==> src/rtl/sd_cmd_rx.sv <==
// SD CMD-line token receiver: hunts for a start bit, deserialises a 48-bit frame,
// checks CRC7 over the first 40 bits and reports fields, framing status and timeout.
module sd_cmd_rx #(
  parameter int unsigned TIMEOUT    = 64,
  parameter bit          EXP_TX_BIT = 1'b0
) (
  input  logic        CLK,
  input  logic        RST,
  input  logic        Enable,
  input  logic        CMD_IN,
  input  logic        Start,
  output logic        Busy,
  output logic        Done,
  output logic        Timeout,
  output logic        CRC_OK,
  output logic        FRAME_ERR,
  output logic [5:0]  RESP_INDEX,
  output logic [31:0] RESP_ARG,
  output logic [6:0]  CRC_RX
);

  localparam logic [8:0] TimeoutLim = 9'(TIMEOUT);

  typedef enum logic [1:0] {StIdle, StWaitStart, StRecv} state_e;

  state_e      state_q, state_d;
  logic [5:0]  bit_cnt_q, bit_cnt_d;
  logic [7:0]  to_cnt_q, to_cnt_d;
  logic [8:0]  to_inc;
  logic [6:0]  crc_q, crc_d;
  logic [38:0] field_q, field_d;
  logic [6:0]  crc_rx_q, crc_rx_d;
  logic        busy_q, done_q, done_d;
  logic        timeout_q, timeout_d;
  logic        crc_ok_q, crc_ok_d;
  logic        frame_err_q, frame_err_d;

  function automatic logic [6:0] crc7_step(input logic [6:0] crc, input logic b);
    logic fb;
    fb = b ^ crc[6];
    return {crc[5:0], 1'b0} ^ (fb ? 7'h09 : 7'h00);
  endfunction

  always_comb begin
    state_d     = state_q;
    bit_cnt_d   = bit_cnt_q;
    to_cnt_d    = to_cnt_q;
    crc_d       = crc_q;
    field_d     = field_q;
    crc_rx_d    = crc_rx_q;
    done_d      = 1'b0;
    timeout_d   = timeout_q;
    crc_ok_d    = crc_ok_q;
    frame_err_d = frame_err_q;
    to_inc      = {1'b0, to_cnt_q} + 9'd1;

    case (state_q)
      StIdle: begin
        if (Start) begin
          state_d     = StWaitStart;
          bit_cnt_d   = '0;
          to_cnt_d    = '0;
          crc_d       = '0;
          field_d     = '0;
          crc_rx_d    = '0;
          timeout_d   = 1'b0;
          crc_ok_d    = 1'b0;
          frame_err_d = 1'b0;
        end
      end
      StWaitStart: begin
        if (Enable) begin
          if (!CMD_IN) begin
            state_d   = StRecv;
            crc_d     = crc7_step(crc_q, 1'b0);
            bit_cnt_d = 6'd1;
          end else begin
            if (to_cnt_q != 8'hFF) to_cnt_d = to_inc[7:0];
            if (to_inc >= TimeoutLim) begin
              state_d   = StIdle;
              timeout_d = 1'b1;
              done_d    = 1'b1;
            end
          end
        end
      end
      StRecv: begin
        if (Enable) begin
          bit_cnt_d = bit_cnt_q + 6'd1;
          if (bit_cnt_q <= 6'd39) begin
            // tx bit, index and argument all flow through the CRC
            field_d = {field_q[37:0], CMD_IN};
            crc_d   = crc7_step(crc_q, CMD_IN);
          end else if (bit_cnt_q <= 6'd46) begin
            crc_rx_d = {crc_rx_q[5:0], CMD_IN};
          end else begin
            state_d     = StIdle;
            done_d      = 1'b1;
            crc_ok_d    = (crc_q == crc_rx_q);
            frame_err_d = (!CMD_IN) | (field_q[38] != EXP_TX_BIT);
          end
        end
      end
      default: state_d = StIdle;
    endcase
  end

  always_ff @(posedge CLK or posedge RST) begin
    if (RST) begin
      state_q     <= StIdle;
      bit_cnt_q   <= '0;
      to_cnt_q    <= '0;
      crc_q       <= '0;
      field_q     <= '0;
      crc_rx_q    <= '0;
      busy_q      <= 1'b0;
      done_q      <= 1'b0;
      timeout_q   <= 1'b0;
      crc_ok_q    <= 1'b0;
      frame_err_q <= 1'b0;
    end else begin
      state_q     <= state_d;
      bit_cnt_q   <= bit_cnt_d;
      to_cnt_q    <= to_cnt_d;
      crc_q       <= crc_d;
      field_q     <= field_d;
      crc_rx_q    <= crc_rx_d;
      busy_q      <= (state_d != StIdle);
      done_q      <= done_d;
      timeout_q   <= timeout_d;
      crc_ok_q    <= crc_ok_d;
      frame_err_q <= frame_err_d;
    end
  end

  assign Busy       = busy_q;
  assign Done       = done_q;
  assign Timeout    = timeout_q;
  assign CRC_OK     = crc_ok_q;
  assign FRAME_ERR  = frame_err_q;
  assign RESP_INDEX = field_q[37:32];
  assign RESP_ARG   = field_q[31:0];
  assign CRC_RX     = crc_rx_q;

endmodule

==> config.mk <==
export PLATFORM = sky130hd
export DESIGN_NAME = sd_cmd_rx
export DESIGN_NICKNAME = d
export VERILOG_FILES = /design/src/rtl/sd_cmd_rx.sv
export SDC_FILE = /design/constraint.sdc
export NUM_CORES = 1
export LEC_CHECK = 0
export BUFFER_PORTS_ARGS = -buffer_cell sky130_fd_sc_hd__buf_4
export CAP_MARGIN = 20
export CELL_PAD_IN_SITES_DETAIL_PLACEMENT = 2
export CELL_PAD_IN_SITES_GLOBAL_PLACEMENT = 2
export CORE_ASPECT_RATIO = 0.5
export CORE_MARGIN = 4
export CORE_UTILIZATION = 39
export CTS_BUF_LIST = sky130_fd_sc_hd__clkbuf_16
export DETAILED_ROUTE_END_ITERATION = 8
export PLACE_DENSITY = 0.83
export SLEW_MARGIN = 30
export SYNTH_ARGS = -nofsm -noshare
export SYNTH_HDL_FRONTEND = slang
export SYNTH_SLANG_ARGS = --single-unit
==> constraint.sdc <==
create_clock -name CLK -period 6.25 [get_ports CLK]
set_input_delay 0.3125 -clock CLK [delete_from_list [all_inputs] [get_ports CLK]]
set_output_delay 0.3125 -clock CLK [all_outputs]
set_load 0.02 [all_outputs]
==> results.sh <==
export IMPL_cts_buffers_inserted=9
export IMPL_fp_dieH_um=76.5
export IMPL_synthAdderAreaFrac_pct=2.73
export IMPL_syn2layout_area_growth_pct=13.3
export IMPL_clkPwrFrac_pct=36.3
export IMPL_power_density_nw_per_um2=336
export IMPL_synthArstFlopShare_pct=100
export IMPL_final_layout_size_suffix_gt1_share_pct=22.4
export IMPL_dp_cells=464
export IMPL_placed_area_um2=3860
export IMPL_netlist_area_um2=3660
export IMPL_cts_tree="built"
export IMPL_synth_compound_area_share_pct=20.0
export IMPL_layout_common_cells="74 x dfrtp_1, 55 x buf_4, 47 x a22o_1"
export IMPL_synth_top_flop_cell="dfrtp_1"
export IMPL_drt_iter0_drc=117
export IMPL_wire_per_inst_um=20.0
export IMPL_dr_pass1_iters=4
export IMPL_post_drt_via_cell_ratio=5.51
export IMPL_grt_pass1_vias=2929
export IMPL_drv_cap=0
export IMPL_cp_max_fo=39
export IMPL_cp_cell_sequence="inv_1, ha_1, inv_1, o21ai_1, a211o_2, a22o_1"
export IMPL_finalInstanceArea_um2=4150
export IMPL_synth_xor_area_share_pct=2.39
export IMPL_timing_rr_start="state_q[0]$_DFF_PP0_"
export IMPL_nNetsFinal=371
export IMPL_drcViolationCount=0
export IMPL_h_tree_depth=3
export IMPL_grt_start_max_net_pins=75
export IMPL_cts_setup_buffers=0
export IMPL_cts_hold_buf=0
export IMPL_fin_setup_tns_ps=0
export IMPL_grt_use_total_pct=18.0
export IMPL_rsz0062_at_grt="no"
export IMPL_row_count=24
export IMPL_finalPower_mw=1.39
export IMPL_hold_violations=0
export IMPL_power_share_switching_pct=35.4
export IMPL_syn_inst=345
export IMPL_antenna_cells=0
export IMPL_r2r_setup_slack_ps=3860
export IMPL_synth_distinct_cells=43
export IMPL_wl_mm=9.56
export IMPL_reg2reg_to="field_q[10]$_DFFE_PP0P_"
export IMPL_hold_class="in -> async"
export IMPL_io_pins=55
export IMPL_synth_nets=358
export IMPL_stdcell_count=479
export IMPL_finalCritPeriodShare_pct=38.3
export IMPL_finalSetupViolCount=0
export IMPL_num_vias=2640
export IMPL_layout_commonest_cell="dfrtp_1"
export IMPL_peakVddDrop_mv=0.196
export IMPL_outcome="finished, final reports clean"
export IMPL_clock_sinks=74
export IMPL_comb_power_share_pct=25.7
export IMPL_ctsResizeCount=0
export IMPL_die_w_um=145
export IMPL_grt_antenna_before_repair=0
export IMPL_cts_buffer_depth=2
export IMPL_seq_area_frac_synth_pct=50.6
export IMPL_fin_worst_skew_ps=7.74
export IMPL_synth_simple_area_share_pct=10.3
export IMPL_initial_utilization_pct=41.0
export IMPL_switchingPower_uw=493
export IMPL_cts_root_buf="clkbuf_16"
export IMPL_dieArea_um2=11100
export IMPL_finalMaxSlewViolations=0
export IMPL_p_leak_nw=1.99
export IMPL_critPathSlowestCell="a211o_2"
export IMPL_synth_top_family_by_area="compound AO/OA/AOI/OAI gates"
export IMPL_cp_common_cell="inv_1"
export IMPL_yosysTopAreaCellShare_pct=50.6
export IMPL_tightest_slew_ps=685
export IMPL_crit_path_start_kind="register"
export IMPL_ys_top_cells_by_area="dfrtp_1 51%, a22o_1 11%, buf_4 8.0%"
export IMPL_yosysWarnings=0
export IMPL_gp_congestion=0.804
export IMPL_worst_setup_path_end_kind="register"
export IMPL_internal_power_uw=900
export IMPL_io_buffer_count=54
export IMPL_synth_largest_area_cell="dfrtp_1"
export IMPL_fmaxAchievable_mhz=418
export IMPL_cp_slowest_stage_delay_ps=570
export IMPL_reg2reg_depth=6
export IMPL_grt_pass1_wl_mm=16.1
export IMPL_overflow=0
export IMPL_synth_avg_cell_area_um2=10.6
export IMPL_seqPwrFrac_pct=38.0
export IMPL_worstPathArrival_ps=2660
export IMPL_cts_clk_slew_worst_paths_ps=60
export IMPL_hpwl_mm=6.33
export IMPL_required_ps=6520
export IMPL_clk_insertion_delay_late_ps=340
export IMPL_core_um2=8920
export IMPL_period_minus_slack_ps=2390
export IMPL_n_fill_cell=919
export IMPL_synth_edf_count=0
export IMPL_postRouteAntennaNets=0
export IMPL_maxSlewHeadroom_pct=54.3
export IMPL_synth_seq_cells=74
export IMPL_synth_area_mux_share_pct=2.02
export IMPL_crit_type="reg -> reg"
routing by layer:
metal | share of wire (%) | up-vias | global-route usage (%)
li1 | - | 1223 | -
met1 | 45 | 1367 | 22.1
met2 | 50 | 39 | 31.4
met3 | 3.6 | 11 | 5.23
met4 | 0.99 | 0 | 5.02
met5 | 0 | - | 0
worst max-delay path by stage:
| stage | end | startpoint | slack (ps) |
|---|---|---|---|
| final | field_q[10]$_DFFE_PP0P_ | state_q[0]$_DFF_PP0_ | 3860 |
| after global routing | field_q[17]$_DFFE_PP0P_ | state_q[0]$_DFF_PP0_ | 3590 |
| after CTS | field_q[10]$_DFFE_PP0P_ | state_q[0]$_DFF_PP0_ | 3830 |
| after floorplan | Busy$_DFF_PP0_ | RST | 4060 |
| after global placement | field_q[36]$_DFFE_PP0P_ | state_q[0]$_DFF_PP0_ | 3750 |
| after detailed placement | to_cnt_q[6]$_DFFE_PP0P_ | state_q[1]$_DFF_PP0_ | 3880 |
final cells by class:
class / instances / area (um2) / share of cell area (%)
inverter: 18 / 67.6 / 1.63
tap: 117 / 146 / 3.53
clock buffer: 9 / 225 / 5.43
timing repair buffer: 56 / 424 / 10.2
sequential: 74 / 1850 / 44.6
multi-input combinational: 199 / 1370 / 33.1
clock inverter: 6 / 60.1 / 1.45
state kept, by name, summed over array words and instances (netlist names):
signal	flops
to_cnt_q	8
field_q	39
crc_q	7
state_q	2
bit_cnt_q	6
CRC_OK	1
FRAME_ERR	1
CRC_RX	7
Done	1
Busy	1
Timeout	1
cells in the mapped netlist, drive strengths merged, types with 2 or more instances:
| cell type | number |
|---|---|
| and3 | 3 |
| a22o | 47 |
| buf | 47 |
| o21a | 2 |
| nand3 | 12 |
| dfrtp | 74 |
| mux2 | 3 |
| nand2 | 26 |
| clkbuf | 7 |
| mux2i | 4 |
| a21oi | 5 |
| nor2 | 16 |
| o211ai | 4 |
| a211o | 3 |
| nor4 | 3 |
| o21ai | 20 |
| inv | 18 |
| a31oi | 5 |
| ha | 8 |
| nor3 | 2 |
| nand2b | 2 |
| nand4 | 7 |
| o31ai | 2 |
| nor2b | 2 |
| nand3b | 2 |
| a211oi | 2 |
| xnor2 | 9 |
worst max-delay path: cells and delay by family, from the launching register on:
family	cells	cell delay, ps
AOI/OAI and AO/OA	3	1070
adders and majority gates	1	520
DFF	1	420
buffers and inverters	2	300
cell families after synthesis:
group | after synthesis
DFF | 74
and+or+nand+nor | 78
AOI/OAI and AO/OA | 96
adders and majority gates | 8
muxes | 7
xor gates and xnor gates | 10
buffers and inverters | 72
power by group through the flow:
stage / Clock [mW] / Sequential (mW) / Combinational, mW
finish: 0.505 / 0.530 / 0.359
global route: 0.542 / 0.533 / 0.405
CTS: 0.517 / 0.530 / 0.365
detailed placement: 0 / 0.538 / 0.356
global placement: 0 / 0.534 / 0.334
floorplan: 0 / 0.537 / 0.269
metrics by stage:
stage / hold WS (ps) / setup WS [ps] / utilization [%]
2_1_floorplan: 473 / 4060 / -
3_3_place_gp: 481 / 3750 / 43.3
3_5_place_dp: 485 / 3880 / 43.3
4_1_cts: 291 / 3830 / 46.5
5_1_grt: 234 / 3590 / 46.5
6_report: 163 / 3860 / 46.5
Note: power is estimated with default switching activity, not from simulation.
